[config.mk]
export PLATFORM = sky130hd
export DESIGN_NAME = sisc_ifetch_flat
export DESIGN_NICKNAME = d
export VERILOG_FILES = /design/src/rtl/sisc_ifetch_if.sv /design/src/rtl/sisc_ifetch.sv /design/src/flat_wrapper.sv
export SDC_FILE = /design/constraint.sdc
export NUM_CORES = 1
export LEC_CHECK = 0
export CELL_PAD_IN_SITES_DETAIL_PLACEMENT = 2
export CELL_PAD_IN_SITES_GLOBAL_PLACEMENT = 2
export CORE_UTILIZATION = 32
export DETAILED_ROUTE_END_ITERATION = 10
export PLACE_DENSITY_LB_ADDON = 0.12
export SYNTH_ARGS = -nofsm -noshare
export SYNTH_HDL_FRONTEND = slang
export SYNTH_SLANG_ARGS = --single-unit
[constraint.sdc]
create_clock -name clk -period 4.25 [get_ports clk]
set_input_delay 0.425 -clock clk [delete_from_list [all_inputs] [get_ports clk]]
set_output_delay 0.425 -clock clk [all_outputs]
set_load 0.02 [all_outputs]
[src/rtl/sisc_ifetch_if.sv]
// rtl/sisc_ifetch_if.sv - fetch unit bus bundle: instruction memory port, IR stream, redirect, halt
interface sisc_ifetch_if #(
  parameter int ADDR_W = 16
);
  logic              imem_req;
  logic [ADDR_W-1:0] imem_addr;
  logic              imem_ack;
  logic [31:0]       imem_data;
  logic [31:0]       ir;
  logic              ir_valid;
  logic              ir_ready;
  logic [ADDR_W-1:0] ir_pc;
  logic              br_taken;
  logic [ADDR_W-1:0] br_addr;
  logic              halted;

  modport master (
    output imem_req, imem_addr, ir, ir_valid, ir_pc, halted,
    input  imem_ack, imem_data, ir_ready, br_taken, br_addr
  );

  modport slave (
    input  imem_req, imem_addr, ir, ir_valid, ir_pc, halted,
    output imem_ack, imem_data, ir_ready, br_taken, br_addr
  );
endinterface

[src/rtl/sisc_ifetch.sv]
// rtl/sisc_ifetch.sv - instruction fetch unit with prefetch buffer, branch redirect and HLT stop
// Optional IFETCH_PERF_EN adds saturating fetch/flush counters.
module sisc_ifetch #(
  parameter int                ADDR_W    = 16,
  parameter int                BUF_DEPTH = 2,
  parameter logic [ADDR_W-1:0] RESET_PC  = '0
) (
  input  logic          clk,
  input  logic          rst,
  sisc_ifetch_if.master bus
`ifdef IFETCH_PERF_EN
  ,
  output logic [31:0]   fetch_cnt,
  output logic [15:0]   flush_cnt
`endif
);
  localparam int PW = $clog2(BUF_DEPTH);
  localparam logic [PW:0] DEPTH_W = (PW+1)'(BUF_DEPTH);

  typedef enum logic [1:0] {FETCH, WAIT, DRAIN, HALT} state_t;

  state_t            state, state_n;
  logic [ADDR_W-1:0] pc, pc_n, req_addr;
  logic              halting, halting_n;

  logic [31:0]       buf_data [BUF_DEPTH];
  logic [ADDR_W-1:0] buf_pc   [BUF_DEPTH];
  logic [PW-1:0]     rd_ptr, wr_ptr, rd_n;
  logic [PW:0]       count, count_n;
  logic [31:0]       ir, head_data;
  logic [ADDR_W-1:0] ir_pc, head_pc;

  logic req, push, pop, flush, hlt, br, acked, transfer;

  assign transfer = (count != '0) && bus.ir_ready;

  always_comb begin
    state_n   = state;
    pc_n      = pc;
    halting_n = halting;
    req       = 1'b0;
    push      = 1'b0;
    acked     = 1'b0;
    flush     = 1'b0;
    pop       = transfer;
    hlt       = transfer && (ir[31:28] == 4'hF);
    br        = bus.br_taken && !halting && (state != HALT) && !hlt;

    case (state)
      FETCH: begin
        if (count != DEPTH_W) begin
          req     = 1'b1;
          state_n = WAIT;
        end
      end
      WAIT: begin
        req = 1'b1;
        if (bus.imem_ack) begin
          acked   = 1'b1;
          push    = 1'b1;
          pc_n    = pc + ADDR_W'(1);
          state_n = FETCH;
        end
      end
      DRAIN: begin
        req = 1'b1;
        if (bus.imem_ack) begin
          acked   = 1'b1;
          state_n = halting ? HALT : FETCH;
        end
      end
      default: ;
    endcase

    // A request still in flight after a flush must complete before we move on.
    if (hlt || br) begin
      flush = 1'b1;
      push  = 1'b0;
      pop   = 1'b0;
      if (br)  pc_n      = bus.br_addr;
      if (hlt) halting_n = 1'b1;
      if (req && !acked) state_n = DRAIN;
      else if (hlt)      state_n = HALT;
      else               state_n = FETCH;
    end
  end

  always_comb begin
    count_n = count + (PW+1)'(push) - (PW+1)'(pop);
    rd_n    = rd_ptr + PW'(pop);
    if ((count - (PW+1)'(pop)) == '0) begin
      head_data = bus.imem_data;
      head_pc   = pc;
    end else begin
      head_data = buf_data[rd_n];
      head_pc   = buf_pc[rd_n];
    end
  end

  always_ff @(posedge clk) begin
    if (rst) begin
      state    <= FETCH;
      pc       <= RESET_PC;
      req_addr <= '0;
      halting  <= 1'b0;
      rd_ptr   <= '0;
      wr_ptr   <= '0;
      count    <= '0;
      ir       <= '0;
      ir_pc    <= '0;
    end else begin
      state   <= state_n;
      pc      <= pc_n;
      halting <= halting_n;
      if (state == FETCH && req) req_addr <= pc;
      if (flush) begin
        rd_ptr <= '0;
        wr_ptr <= '0;
        count  <= '0;
      end else begin
        if (push) wr_ptr <= wr_ptr + PW'(1);
        rd_ptr <= rd_n;
        count  <= count_n;
        if (count_n != '0) begin
          ir    <= head_data;
          ir_pc <= head_pc;
        end
      end
    end
  end

  always_ff @(posedge clk) begin
    if (push && !flush) begin
      buf_data[wr_ptr] <= bus.imem_data;
      buf_pc[wr_ptr]   <= pc;
    end
  end

`ifdef IFETCH_PERF_EN
  always_ff @(posedge clk) begin
    if (rst) begin
      fetch_cnt <= '0;
      flush_cnt <= '0;
    end else begin
      if (acked && fetch_cnt != '1) fetch_cnt <= fetch_cnt + 32'd1;
      if (br && flush_cnt != '1)    flush_cnt <= flush_cnt + 16'd1;
    end
  end
`endif

  assign bus.imem_req  = req && !rst;
  assign bus.imem_addr = (state == FETCH) ? pc : req_addr;
  assign bus.ir        = ir;
  assign bus.ir_pc     = ir_pc;
  assign bus.ir_valid  = (count != '0);
  assign bus.halted    = (state == HALT);
endmodule

[src/flat_wrapper.sv]
// flat-port wrapper written by rule: the top's interface ports become plain ports
module sisc_ifetch_flat 
#(
  parameter int                ADDR_W    = 16,
  parameter int                BUF_DEPTH = 2,
  parameter logic [ADDR_W-1:0] RESET_PC  = '0
)
  (clk, rst, bus_imem_req, bus_imem_addr, bus_ir, bus_ir_valid, bus_ir_pc, bus_halted, bus_imem_ack, bus_imem_data, bus_ir_ready, bus_br_taken, bus_br_addr);
  sisc_ifetch_if #(.ADDR_W(ADDR_W)) bus_i ();
  input  logic clk;
  input  logic rst;
  output wire logic [$bits(bus_i.imem_req)-1:0] bus_imem_req;
  output wire logic [$bits(bus_i.imem_addr)-1:0] bus_imem_addr;
  output wire logic [$bits(bus_i.ir)-1:0] bus_ir;
  output wire logic [$bits(bus_i.ir_valid)-1:0] bus_ir_valid;
  output wire logic [$bits(bus_i.ir_pc)-1:0] bus_ir_pc;
  output wire logic [$bits(bus_i.halted)-1:0] bus_halted;
  input wire logic [$bits(bus_i.imem_ack)-1:0] bus_imem_ack;
  input wire logic [$bits(bus_i.imem_data)-1:0] bus_imem_data;
  input wire logic [$bits(bus_i.ir_ready)-1:0] bus_ir_ready;
  input wire logic [$bits(bus_i.br_taken)-1:0] bus_br_taken;
  input wire logic [$bits(bus_i.br_addr)-1:0] bus_br_addr;
  assign bus_imem_req = bus_i.imem_req;
  assign bus_imem_addr = bus_i.imem_addr;
  assign bus_ir = bus_i.ir;
  assign bus_ir_valid = bus_i.ir_valid;
  assign bus_ir_pc = bus_i.ir_pc;
  assign bus_halted = bus_i.halted;
  assign bus_i.imem_ack = bus_imem_ack;
  assign bus_i.imem_data = bus_imem_data;
  assign bus_i.ir_ready = bus_ir_ready;
  assign bus_i.br_taken = bus_br_taken;
  assign bus_i.br_addr = bus_br_addr;
  sisc_ifetch #(.ADDR_W(ADDR_W), .BUF_DEPTH(BUF_DEPTH), .RESET_PC(RESET_PC)) u_core (.clk(clk), .rst(rst), .bus(bus_i));
endmodule
* Word level (Yosys, flattened, before mapping)
Memories as Yosys holds them, arrays and structs flattened.
Cells that the tools add are included.
** Cells by class
- Add/sub/neg operators :: 6
- Eq/ne operators :: 9
- Mux-type cells :: 25
- Bitwise operators :: 1
- Reduce and logical (&&, ||, !) cells :: 25
** Operators by type and width (number)
- 16-bit 2-to-1 mux :: 6
- 32-bit 2-to-1 mux :: 1
- 16-bit by 1-bit adder with 16-bit output (second input constant) :: 1
- 2-bit 2-to-1 mux :: 7
- 1-bit logical AND :: 9
- 1-bit 2-to-1 mux :: 9
- 3-bit by 2-bit != test with 1-bit output (second input constant) :: 2
- 2-bit one-hot mux with 3 select lines :: 1
- 1-bit logical NOT :: 5
- 2-bit equality test (second input constant) :: 2
- 4-bit equality test (second input constant) :: 1
- 2-bit logical NOT :: 2
- 2-bit != test (second input constant) :: 2
- 2-bit AND reduction :: 2
- 4-bit AND reduction :: 1
- 2-bit nonzero test :: 2
- 4-bit nonzero test :: 1
- 2-bit OR reduction :: 2
- 2-bit by 1-bit subtractor with 2-bit output :: 2
- 3-bit by 1-bit != test with 1-bit output (second input constant) :: 1
- 2-bit by 1-bit adder with 2-bit output :: 1
- 2-bit by 1-bit equality test with 1-bit output (second input constant) :: 1
- 1-bit one-hot mux with 2 select lines :: 1
- 1-bit adder :: 1
- other kinds (3) :: 3
** Word-level totals
- Register bits :: 87
- Memory bits (writable) :: 96
- Input port bits :: 53
- Output and inout bits :: 67
- Logic and storage cells :: 77
- Memories :: 2
** Memory list
- u_core.buf_data :: depth 2, bits a word 32, rd ports 1, clocked after Yosys merged registers in 0, wr ports 1, line sisc_ifetch.sv:26 : logic [31:0] buf_data [BUF_DEPTH];
- u_core.buf_pc :: depth 2, bits a word 16, rd ports 1, clocked after Yosys merged registers in 0, wr ports 1, line sisc_ifetch.sv:27 : logic [ADDR_W-1:0] buf_pc [BUF_DEPTH];

* Logic depth before layout (Yosys ltp)
Gate-level depths: netlist of the first run.
- Depth after elaboration :: 11
- Mapped depth :: 11
- Gate-level depth less buffers :: 9

* Least setup slack after synthesis of the first run
OpenSTA, ideal clock, no wires.
- Path kind :: register -> register
- Start :: reg u_core.state[0]
- End :: mem u_core.buf_data[0][0], enable pin
- Setup time :: 0.513 ns
- Data arrival time :: 4.311 ns
- Data required time :: 3.737 ns
- Slack :: -0.574 ns
- Stages on the path, launching flop included :: 5
- Buffers on the path :: 0
- Period minus slack after synthesis :: 4.824 ns
- Cells stage by stage :: dfxtp_1 ha_1 or3b_2 o21ai_2 nor3_1
** On the way
- Cells in the longest elaborated chain, start to end :: 9
- Elaborated cells between the ends (all ways) :: 12
- Classes of those cells :: eq/ne: 2; mux: 5; reduce/logical: 5
** RTL lines
- from (decl) :: line sisc_ifetch.sv:22 : state_t state, state_n;
- from (signal assigned) :: line sisc_ifetch.sv:112 : state <= state_n;
- 2-bit != test :: line sisc_ifetch.sv:47 : br = bus.br_taken && !halting && (state != HALT) && !hlt;
- 1-bit logical AND (2 in a row) :: line sisc_ifetch.sv:47
- 1-bit logical OR :: line sisc_ifetch.sv:76 : if (hlt || br) begin
- 1-bit 2-to-1 mux :: line sisc_ifetch.sv:76
- 1-bit logical NOT :: line sisc_ifetch.sv:133 : if (push && !flush) begin
- 1-bit logical AND (*) :: line sisc_ifetch.sv:133
- 1-bit 2-to-1 mux (*) :: line sisc_ifetch.sv:133
- 1-bit 2-to-1 mux (not written as such) (*) :: line sisc_ifetch.sv:134 : buf_data[wr_ptr] <= bus.imem_data;
- to (decl) :: line sisc_ifetch.sv:26
Mark *: on every way between the ends. The rest lies on a longest branch, timed or not.

* Worst setup path in the final report of the first run
- Start :: reg u_core.state[0]
- End :: reg u_core.ir[24] (netlist: u_core.bus.ir[24])
** On the way
- Cells in the longest elaborated chain, start to end :: 9
- Elaborated cells between the ends (all ways) :: 19
- Classes of those cells :: add/sub: 4; eq/ne: 2; mux: 5; bitwise: 1; reduce/logical: 6; memory: 1
** RTL lines
- 2-bit != test :: line sisc_ifetch.sv:47
- 1-bit logical AND (2 in a row) :: line sisc_ifetch.sv:47
- 1-bit logical OR :: line sisc_ifetch.sv:76
- 1-bit 2-to-1 mux (*) :: line sisc_ifetch.sv:76
- net u_core.push :: line sisc_ifetch.sv:33 : logic req, push, pop, flush, hlt, br, acked, transfer;
- 2-bit by 1-bit adder with 2-bit output (*) :: line sisc_ifetch.sv:89 : count_n = count + (PW+1)'(push) - (PW+1)'(pop);
- 2-bit by 1-bit subtractor with 2-bit output (*) :: line sisc_ifetch.sv:89
- 2-bit nonzero test (*) :: line sisc_ifetch.sv:124 : if (count_n != '0) begin
- 2-bit AND reduction (no source line) (*)
- to (signal assigned) :: line sisc_ifetch.sv:125 : ir <= head_data;
- to (decl) :: line sisc_ifetch.sv:30 : logic [31:0] ir, head_data;
The timed path passes the listed nets; every way through them passes the cells marked *.
A chain may end at the register's enable or synchronous reset.

==> impl_results.md, run 1 <==
- Status: finished, final reports clean
- Data required, critical path: 4.62 ns
- Most frequent cells after synthesis: 96 x edfxtp_1, 87 x dfxtp_1, 56 x inv_1
- Count of buffers from port buffering: 119
- Final Skew: 0.0227 ns
- Met2 Wirelength: 11800 um
- Hold crit path type: reg2reg
- Root buf cell: clkbuf_16
- Worst Path Buf+Inv: 1
- DR iter-0 viols: 197
- Final non-filler cell total: 1094
- Max Cap Viol: 0
- CTS tree: yes
- Worst-path fanout max: 48
- DRT antenna net count: 0
- P per Cell Area: 497 mW/mm^2
- Synth area leader: edfxtp_1
- CTS H-Tree Depth: 4
- First-pass GRT wire length: 35900 um
- M1 WL: 10000 um
- # DRC: 0
- Slew Limit Fails: 0
- I/O pin cnt: 120
- Measured slew at the worst slew-check pin: 0.963 ns
- Top sig layer: met4
- Cell area after placement: 0.00933 mm^2
- Clock slew at reported path FFs: 0.07 ns
- Cts repair resizes: 0
- CORE AREA: 0.0237 mm^2
- Crit. End Element: register
- Post-synth cell types: 46
- Gr ovfl total: 0
- Synth Register Bits: 183
- Dominant synthesized flop cell: edfxtp_1
- Post-CTS Setup Inserts: 0
- Placed insts: 1062
- Final instance area: 0.00992 mm^2
- Count leader, synth: edfxtp_1
- CTS Buf Count: 17
- P&R area growth vs syn: 26.9%
- Top-area cell type share of the netlist area: 36.9%
- Routed WL: 23000 um
- Crit path largest cell delay: 0.52 ns
- Mapped cell area: 0.00782 mm^2
- Slowest CP cell: buf_4
- Final nets: 821
- Rows: 56
- Die H: 158 um
- Fmax: 304 MHz
- Max VDD drop: 0.000220 V
- Worst skew pair latency: 0.45 ns
- Clock tree buffer depth: 2
- CP Class: reg2reg
- DR WL/cell: 21.0 um
- Leak Pwr: 3.46 nW
- Cell count after synthesis: 661
- Initial antenna violation count: 0
- Critical Path, Cell by Cell: ha_1 -> or3b_2 -> o21ai_2 -> nor2_1 -> ha_1 -> nor2b_1 -> mux2i_1 -> nor3b_4 -> buf_4 -> a32o_1
- Synth Area per Inst: 11.8 um^2
- Largest net degree at the start of global routing: 49
- Critical path's top delay family: simple AND/OR/NAND/NOR gates
- Crit path launch type: register
- Post-CTS Hold Fix Bufs: 0
- Routed met3 length: 860 um
- Yosys warning count: 0
- Post-synth EDFFs: 96
- Layout cells sized above 1: 12.4%
- Antenna diodes: 0
- Final HPWL DP: 14300 um
- DRT Pass-1 Iters: 4
- Die width: 158 um
- GPL Wtd Cong: 0.720
- CP most frequent cell: ha_1
- Clock sink count: 183
- Syn nets: 720
- Core Util, Final: 41.9%
- RSZ-0062 raised after global routing: false
- Period minus WS final: 3.29 ns
- Vias per inst: 5.16
- Max-slew headroom: 35.8%
- Critical path arrival: 3.66 ns
- Fin Hold WS: 0.470 ns
- Fin. Hold Viols: 0
- Via count: 5642
- Via count of the first global-routing pass: 6386
- Sequential area share after synthesis: 59.2%
- Total GRT Usage: 19.2%
- Period utilization: 77.5%
- Initial core utilization: 33.0%
- Setup TNS: 0 ns
- Top post-synthesis cells by area: edfxtp_1 37%, dfxtp_1 22%, a32o_1 6.1%
- Ys async rst share: 0%
- # setup viols final: 0
- Die ar.: 0.0251 mm^2
metal layers:
layer / vias up / GRT usage (%)
li1: 2638 / -
met1: 2879 / 23.1
met2: 106 / 34.6
met3: 19 / 4.14
met4: 0 / 4.81
met5: - / 0
cell usage in the layout, fill, tap and decap left out, drive strengths merged, types with 20 or more instances in the layout:
| cell | n |
|---|---|
| clkdlybuf4s50 | 119 |
| edfxtp | 96 |
| dfxtp | 87 |
| inv | 62 |
| o21ai | 53 |
| a32o | 48 |
| o211ai | 48 |
| nor2 | 46 |
| nand2b | 46 |
| clkbuf | 20 |
metrics by stage:
stage          worst slack [ns]  total power [mW]
2_1_floorplan            -0.574              2.91
3_3_place_gp              0.809              3.33
3_5_place_dp              0.682              3.38
4_1_cts                   0.921              5.00
5_1_grt                   0.676              5.16
6_report                  0.956              4.93
state kept, by name, indices dropped and copies added, names as in the netlist:
| signal | count |
|---|---|
| u_core.buf_data | 64 |
| u_core.buf_pc | 32 |
| u_core.bus.ir | 32 |
| u_core.bus.ir_pc | 16 |
| u_core.pc | 16 |
| u_core.req_addr | 16 |
| u_core.count | 2 |
| u_core.state | 2 |
| u_core.halting | 1 |
| u_core.rd_ptr | 1 |
| u_core.wr_ptr | 1 |
final timing paths:
kind / endpoint / slack [ns] / depth (start not counted) / start
max: u_core.bus.ir[24] / 0.96 / 10 / u_core.state[0]
min: u_core.bus.ir[13] / 0.47 / 1 / u_core.bus.ir[13]
max reg2reg: u_core.bus.ir[24] / 0.96 / 10 / u_core.state[0]
min reg2reg: u_core.bus.ir[13] / 0.47 / 1 / u_core.bus.ir[13]
where the power goes:
part           switching [mW]  internal, mW  total (mW)
sequential              0.108          2.01        2.12
combinational           0.654         0.544        1.20
clock                   0.713         0.893        1.61
total                    1.47          3.45        4.93
area by class of cell:
type                            count  area [um^2]
Multi-Input combinational cell    374         2800
Clock buffer                       20          447
Inverter                           56          210
Tap cell                          319          399
Fill cell                        2468        13800
Timing Repair Buffer              130         1300
Sequential cell                   183         4620
Clock inverter                     12          140
cell families after synthesis:
group / count (synthesis) / share of synthesized area, %
muxes: 34 / 4.63
adders and majority gates: 6 / 0.960
xor gates and xnor gates: 18 / 2.02
DFF: 183 / 59.2
and+or+nand+nor: 139 / 9.46
AOI/OAI and AO/OA: 177 / 18.1
buffers and inverters: 104 / 5.63
Power figures use the tool's default switching activity.
==> run 2: changes to the inputs <==
--- a/config.mk
+++ b/config.mk
@@ -7,7 +7,7 @@
 export LEC_CHECK = 0
 export CELL_PAD_IN_SITES_DETAIL_PLACEMENT = 2
 export CELL_PAD_IN_SITES_GLOBAL_PLACEMENT = 2
-export CORE_UTILIZATION = 32
+export CORE_UTILIZATION = 36
 export DETAILED_ROUTE_END_ITERATION = 10
 export PLACE_DENSITY_LB_ADDON = 0.12
 export SYNTH_ARGS = -nofsm -noshare
==> constraint.sdc (replaced) <==
create_clock -name clk -period 3.1 [get_ports clk]
set_input_delay 0.31 -clock clk [delete_from_list [all_inputs] [get_ports clk]]
set_output_delay 0.31 -clock clk [all_outputs]
set_load 0.02 [all_outputs]
==> run 2 against run 1 <==
Against the previous run: highest routed layer unchanged; final area increased by 1.0%; clock skew is 0.0045 ns lower; sequential cell count unchanged; sequential power up 37%; largest power group unchanged; utilization is 5.5 points higher; clock-buffer cell count rose by 1; power increased by 37%; first-iteration DRC count down 4.1%; fmax increased by 16%.
==> impl_results.md, run 2 (synthesis results as in run 1) <==
- Critical Path, Cell by Cell: ha_1 -> nor3b_2 -> or3_4 -> xnor2_1 -> ha_1 -> nor2_1 -> mux2i_1 -> nor3b_4 -> buf_12 -> a32o_1
- P&R area growth vs syn: 28.2%
- Period minus WS final: 2.84 ns (-0.449 ns)
- First-pass GRT wire length: 35900 um (+0.15%)
- Pre-CTS setup slack: 0.113 ns (-0.570 ns)
- Reg2reg setup slack: 0.26 ns (-0.70 ns)
- Clock sink count: 183 (unchanged)
- Sw power: 2.05 mW (+39%)
- Fmax: 352 MHz (+16%)
- Final HPWL DP: 14200 um (-0.64%)
- Die H: 149 um (-5.6%)
- Final Skew: 0.0182 ns (-0.00450 ns)
- I/O pin cnt: 120 (unchanged)
- Clk pwr share: 31.2% (-1.4 points)
- Cts repair resizes: 0 (unchanged)
- Final-layout fill cell count: 2077 (-16%)
- CTS H-Tree Depth: 4 (unchanged)
- Worst-path fanout max: 48 (unchanged)
- Die ar.: 0.0223 mm^2 (-11%)
- DR iter-0 viols: 189 (-4.1%)
- DRT Pass-1 Iters: 4 (unchanged)
- Logic pwr share: 25.6% (+1.3 points)
- Count of buffers from port buffering: 119 (unchanged)
- Switching share of power: 30.4% (+0.49 points)
- # DRC: 0 (unchanged)
- Commonest non-fill, non-tap cells in the layout: 119 x clkdlybuf4s50_1, 96 x edfxtp_1, 87 x dfxtp_1
- Die width: 149 um (-5.6%)
- Max-slew headroom: 53.9% (+18 points)
- Data required, critical path: 3.47 ns (-1.15 ns)
- GPL Wtd Cong: 0.738 (+2.5%)
- DR WL/cell: 21.3 um (+1.6%)
- Internal power: 4.68 mW (+36%)
- Sequential power share: 43.2% (about the same)
- Gr ovfl total: 0 (unchanged)
- Crit. End Element: register
- Post-CTS Hold Fix Bufs: 0 (unchanged)
- Final nets: 831 (+1.2%)
- Final instance area: 0.0100 mm^2 (+1.0%)
- Slew Limit Fails: 0 (unchanged)
- Leak Pwr: 3.54 nW (+2.2%)
- Post-CTS Setup Inserts: 0 (unchanged)
- DRT antenna net count: 0 (unchanged)
- Max FFs per register: 64 (unchanged)
- Fin. Hold Viols: 0 (unchanged)
- Max Cap Viol: 0 (unchanged)
- Total power: 6.73 mW (+37%)
- CP most frequent cell: ha_1
- Hold crit path type: reg2reg
- CTS Buf Count: 17 (unchanged)
- Slowest CP cell: or3_4
- # setup viols final: 0 (unchanged)
- Most common cell after layout, fill and taps aside: clkdlybuf4s50_1
- Crit path largest cell delay: 0.43 ns (-0.09 ns)
- Worst Path Buf+Inv: 1 (unchanged)
- Total GRT Usage: 21.4% (+2.2 points)
- Period utilization: 91.8% (+14 points)
- Largest net degree at the start of global routing: 49 (unchanged)
- CP Class: reg2reg
- Initial antenna violation count: 0 (unchanged)
- Crit path launch type: register
- Rows: 53 (-5.4%)
- Layout cells sized above 1: 13.5% (+1.1 points)
- Clock slew at reported path FFs: 0.07 ns (about the same)
- Worst skew pair latency: 0.44 ns (about the same)
- Status: finished, final reports clean
- Critical path's top delay family: simple AND/OR/NAND/NOR gates
- Final setup margin: 0.255 ns (-0.701 ns)
- Antenna diodes: 0 (unchanged)
- Via count: 5687 (+0.80%)
- Measured slew at the worst slew-check pin: 0.686 ns (-0.277 ns)
- CORE AREA: 0.0212 mm^2 (-11%)
- RSZ-0062 raised after global routing: false
- Routed WL: 22600 um (-1.5%)
- Biggest regs: u_core.buf_data x64, u_core.buf_pc x32, u_core.bus.ir x32
- Max VDD drop: 0.000359 V (+63%)
- Critical path arrival: 3.21 ns (-0.45 ns)
- Root buf cell: clkbuf_16
- Setup TNS: 0 ns (unchanged)
- Initial core utilization: 36.9% (+3.9 points)
- Vias per inst: 5.37 (+4.0%)
- Largest reg by FF count: u_core.buf_data
- P per Cell Area: 672 mW/mm^2 (+35%)
- Clock tree buffer depth: 2 (unchanged)
- CTS tree: yes
- Cell area after placement: 0.00945 mm^2 (+1.3%)
- Via count of the first global-routing pass: 6527 (+2.2%)
-- run 2: cell types whose count changed in the layout (fill, tap and decap cells not counted), sizes merged --
cell and change:
clkbuf +1, bufinv -2, inv -2, clkinv +4, buf +10, clkinvlp -1
-- run 2: per-stage QoR --
stage / hold slack, ns / util (%) / cells
CTS: 0.461 / 47.4 / 1060
finish: 0.469 / 47.4 / 1060
global placement: 0.449 / 44.7 / 1028
floorplan: 0.409 / - / 661
detailed placement: 0.457 / 44.7 / 1028
global route: 0.465 / 47.4 / 1060
-- run 2: final cells by class --
type,instances,area [um^2],area share (%)
repair buffers,140,1460,14.6
clock inverters,11,86.3,0.862
clock buffers,21,483,4.82
well taps,275,344,3.43
multi-input cells,374,2810,28.1
inverters,56,210,2.10
flip-flops and latches,183,4620,46.1
-- run 2: worst paths after layout --
kind / startpoint / to / cells past startpoint
min reg2reg: u_core.bus.ir[5] / u_core.bus.ir[5] / 1
max reg2reg: u_core.state[1] / u_core.bus.ir[2] / 10
min: u_core.bus.ir[5] / u_core.bus.ir[5] / 1
max: u_core.state[1] / u_core.bus.ir[2] / 10
-- run 2: layer usage --
metal  up-vias  GRT usage (%)  routed length, um  share of wire [%]
met4         0           6.33                214               0.95
met1      2902           26.0              10000                 44
li1       2660              -                  -                  -
met3        16           4.62                779                3.4
met2       109           37.6              11600                 51
met5         -              0                  0                  0
-- run 2: power by group through the flow --
| stage | clock, mW | sequential (mW) | combinational [mW] |
|---|---|---|---|
| 2_1_floorplan | 0 | 2.95 | 1.03 |
| 3_3_place_gp | 0 | 2.94 | 1.67 |
| 3_5_place_dp | 0 | 2.96 | 1.74 |
| 4_1_cts | 2.17 | 2.91 | 1.76 |
| 5_1_grt | 2.25 | 2.93 | 1.86 |
| 6_report | 2.10 | 2.91 | 1.72 |
==> run 3: changes to the inputs <==
--- a/config.mk
+++ b/config.mk
@@ -9,6 +9,7 @@
 export CELL_PAD_IN_SITES_GLOBAL_PLACEMENT = 2
 export CORE_UTILIZATION = 36
 export DETAILED_ROUTE_END_ITERATION = 10
+export MAX_ROUTING_LAYER = met4
 export PLACE_DENSITY_LB_ADDON = 0.12
 export SYNTH_ARGS = -nofsm -noshare
 export SYNTH_HDL_FRONTEND = slang
==> run 3 against run 2 <==
Against the previous run: register-to-register slack barely moved; final area did not move; sequential power barely moved; combinational power barely moved; highest routed layer unchanged; critical path type unchanged; critical endpoint unchanged; clock power barely moved; non-clock buffer count did not move; routed wire length rose by 0.21%.
==> impl_results.md, run 3 (synthesis results as in run 1) <==
- Fmax: 352 MHz (about the same)
- Switching share of power: 30.5% (+0.088 points)
- Fin. Hold Viols: 0 (unchanged)
- Internal power: 4.68 mW (about the same)
- Initial antenna violation count: 0 (unchanged)
- Leak Pwr: 3.54 nW (unchanged)
- Die width: 149 um (unchanged)
- Sequential power share: 43.1% (about the same)
- Crit path from: u_core.state[1]
- Most common cell after layout, fill and taps aside: clkdlybuf4s50_1
- Post-CTS Hold Fix Bufs: 0 (unchanged)
- Antenna diodes: 0 (unchanged)
- CP most frequent cell: ha_1
- Worst Reg2Reg Path Length in Cells: 10 (unchanged)
- Reg2reg setup slack: 0.26 ns (about the same)
- Die H: 149 um (unchanged)
- Final-layout fill cell count: 2077 (unchanged)
- Cell area after placement: 0.00945 mm^2 (unchanged)
- Logic pwr share: 25.6% (about the same)
- Commonest non-fill, non-tap cells in the layout: 119 x clkdlybuf4s50_1, 96 x edfxtp_1, 87 x dfxtp_1
- Total power: 6.74 mW (+0.13%)
- Multi-input gate area: 0.00281 mm^2 (unchanged)
- Biggest regs: u_core.buf_data x64, u_core.buf_pc x32, u_core.bus.ir x32
- Clk pwr share: 31.3% (about the same)
- Slowest CP cell: or3_4
- Clock tree buffer depth: 2 (unchanged)
- Clock slew at reported path FFs: 0.07 ns (about the same)
- Count of buffers from port buffering: 119 (unchanged)
- Via count: 5714 (+0.47%)
- Worst r2r dst: u_core.bus.ir[2]
- Via count of the first global-routing pass: 6527 (unchanged)
- Slew Limit Fails: 0 (unchanged)
- P&R area growth vs syn: 28.2% (unchanged)
- Max Cap Viol: 0 (unchanged)
- Period utilization: 91.7% (about the same)
- Final Skew: 0.0105 ns (-0.00773 ns)
- CTS H-Tree Depth: 4 (unchanged)
- Largest net degree at the start of global routing: 49 (unchanged)
- DRT antenna net count: 0 (unchanged)
- Critical path arrival: 3.22 ns (about the same)
- Max VDD drop: 0.000364 V (+1.2%)
- Fin Hold WS: 0.467 ns (-0.00189 ns)
- Max-slew headroom: 53.1% (-0.80 points)
- Measured slew at the worst slew-check pin: 0.698 ns (+0.0119 ns)
- Layout cells sized above 1: 13.5% (unchanged)
- Rows: 53 (unchanged)
- Critical path's top delay family: simple AND/OR/NAND/NOR gates
- Crit path largest cell delay: 0.43 ns (about the same)
- # DRC: 0 (unchanged)
- Sw power: 2.06 mW (+0.42%)
- Worst-path fanout max: 48 (unchanged)
- Worst Path Buf+Inv: 1 (unchanged)
- Max FFs per register: 64 (unchanged)
- Worst skew pair latency: 0.44 ns (about the same)
- R2R Path Start: u_core.state[1]
- Levels on crit path: 10 (unchanged)
- # setup viols final: 0 (unchanged)
- Status: finished, final reports clean
- Routed WL: 22700 um (+0.21%)
- Final HPWL DP: 14200 um (unchanged)
- CORE AREA: 0.0212 mm^2 (unchanged)
- Crit path launch type: register
- Critical Path, Cell by Cell: ha_1 -> nor3b_2 -> or3_4 -> xnor2_1 -> ha_1 -> nor2_1 -> mux2i_1 -> nor3b_4 -> buf_12 -> a32o_1
- CTS Buf Count: 17 (unchanged)
- Sequential Area: 0.00462 mm^2 (unchanged)
- Total GRT Usage: 22.0% (+0.65 points)
- Cts repair resizes: 0 (unchanged)
- Initial core utilization: 36.9% (unchanged)
- GPL Wtd Cong: 0.748 (+1.2%)
- First-pass GRT wire length: 35900 um (-0.11%)
- RSZ-0062 raised after global routing: false
- Gr ovfl total: 0 (unchanged)
- Final nets: 831 (unchanged)
- Crit. End Element: register
- CTS tree: yes
- Clock sink count: 183 (unchanged)
- Data required, critical path: 3.48 ns (about the same)
- P per Cell Area: 673 mW/mm^2 (+0.13%)
- Core Util, Final: 47.4% (unchanged)
- Largest reg by FF count: u_core.buf_data
- Period minus WS final: 2.84 ns (-0.00262 ns)
- CP Class: reg2reg
- Vias per inst: 5.39 (+0.47%)
- Die ar.: 0.0223 mm^2 (unchanged)
- Setup crit end: u_core.bus.ir[2]
- Post-CTS Setup Inserts: 0 (unchanged)
- I/O pin cnt: 120 (unchanged)
- Hold crit path type: reg2reg
- DR iter-0 viols: 175 (-7.4%)
- Final instance area: 0.0100 mm^2 (unchanged)
- DRT Pass-1 Iters: 5 (+1)
- Root buf cell: clkbuf_16
- DR WL/cell: 21.4 um (+0.21%)
==> run 3: cell counts in the layout (fill, tap and decap cells not counted) <==
No cell type changed its count.
==> run 3: power groups by stage <==
| stage | Sequential, mW | Combinational (mW) | Clock (mW) |
|---|---|---|---|
| 6_report | 2.91 | 1.72 | 2.11 |
| 3_5_place_dp | 2.96 | 1.74 | 0 |
| 3_3_place_gp | 2.94 | 1.67 | 0 |
| 4_1_cts | 2.91 | 1.76 | 2.17 |
| 5_1_grt | 2.93 | 1.87 | 2.25 |
| 2_1_floorplan | 2.95 | 1.03 | 0 |
==> run 3: per-stage QoR <==
step           setup TNS, ns  setup WS [ns]  std cells
2_1_floorplan         -24.93         -0.260        661
3_3_place_gp               0          0.262       1028
3_5_place_dp               0          0.113       1028
4_1_cts                    0          0.247       1060
5_1_grt                    0         0.0331       1060
6_report                   0          0.258       1060
==> run 3: layer usage <==
metal	up-vias	track usage, %	wire [um]
met1	2927	26.0	10100
met5	-	-	0
met3	18	4.59	822
met4	0	6.33	233
li1	2653	-	-
met2	116	37.7	11600
==> run 3: worst min path at each step <==
stage,start,to,slack (ns),cells past startpoint
after floorplan,bus_imem_data[0],u_core.buf_data[0][0],0.41,0
after global placement,u_core.bus.ir[25],u_core.bus.ir[25],0.45,1
after detailed placement,u_core.bus.ir[5],u_core.bus.ir[5],0.46,1
after CTS,bus_imem_data[1],u_core.buf_data[0][1],0.46,1
after global routing,bus_imem_data[1],u_core.buf_data[0][1],0.47,1
final,u_core.bus.ir[5],u_core.bus.ir[5],0.47,1
==> run 3: final cells by class <==
cell class              count  share of cell area [%]
well taps                 275                    3.43
repair buffers            140                    14.6
clock buffers              21                    4.82
flip-flops and latches    183                    46.1
clock inverters            11                   0.862
inverters                  56                    2.10
multi-input cells         374                    28.1
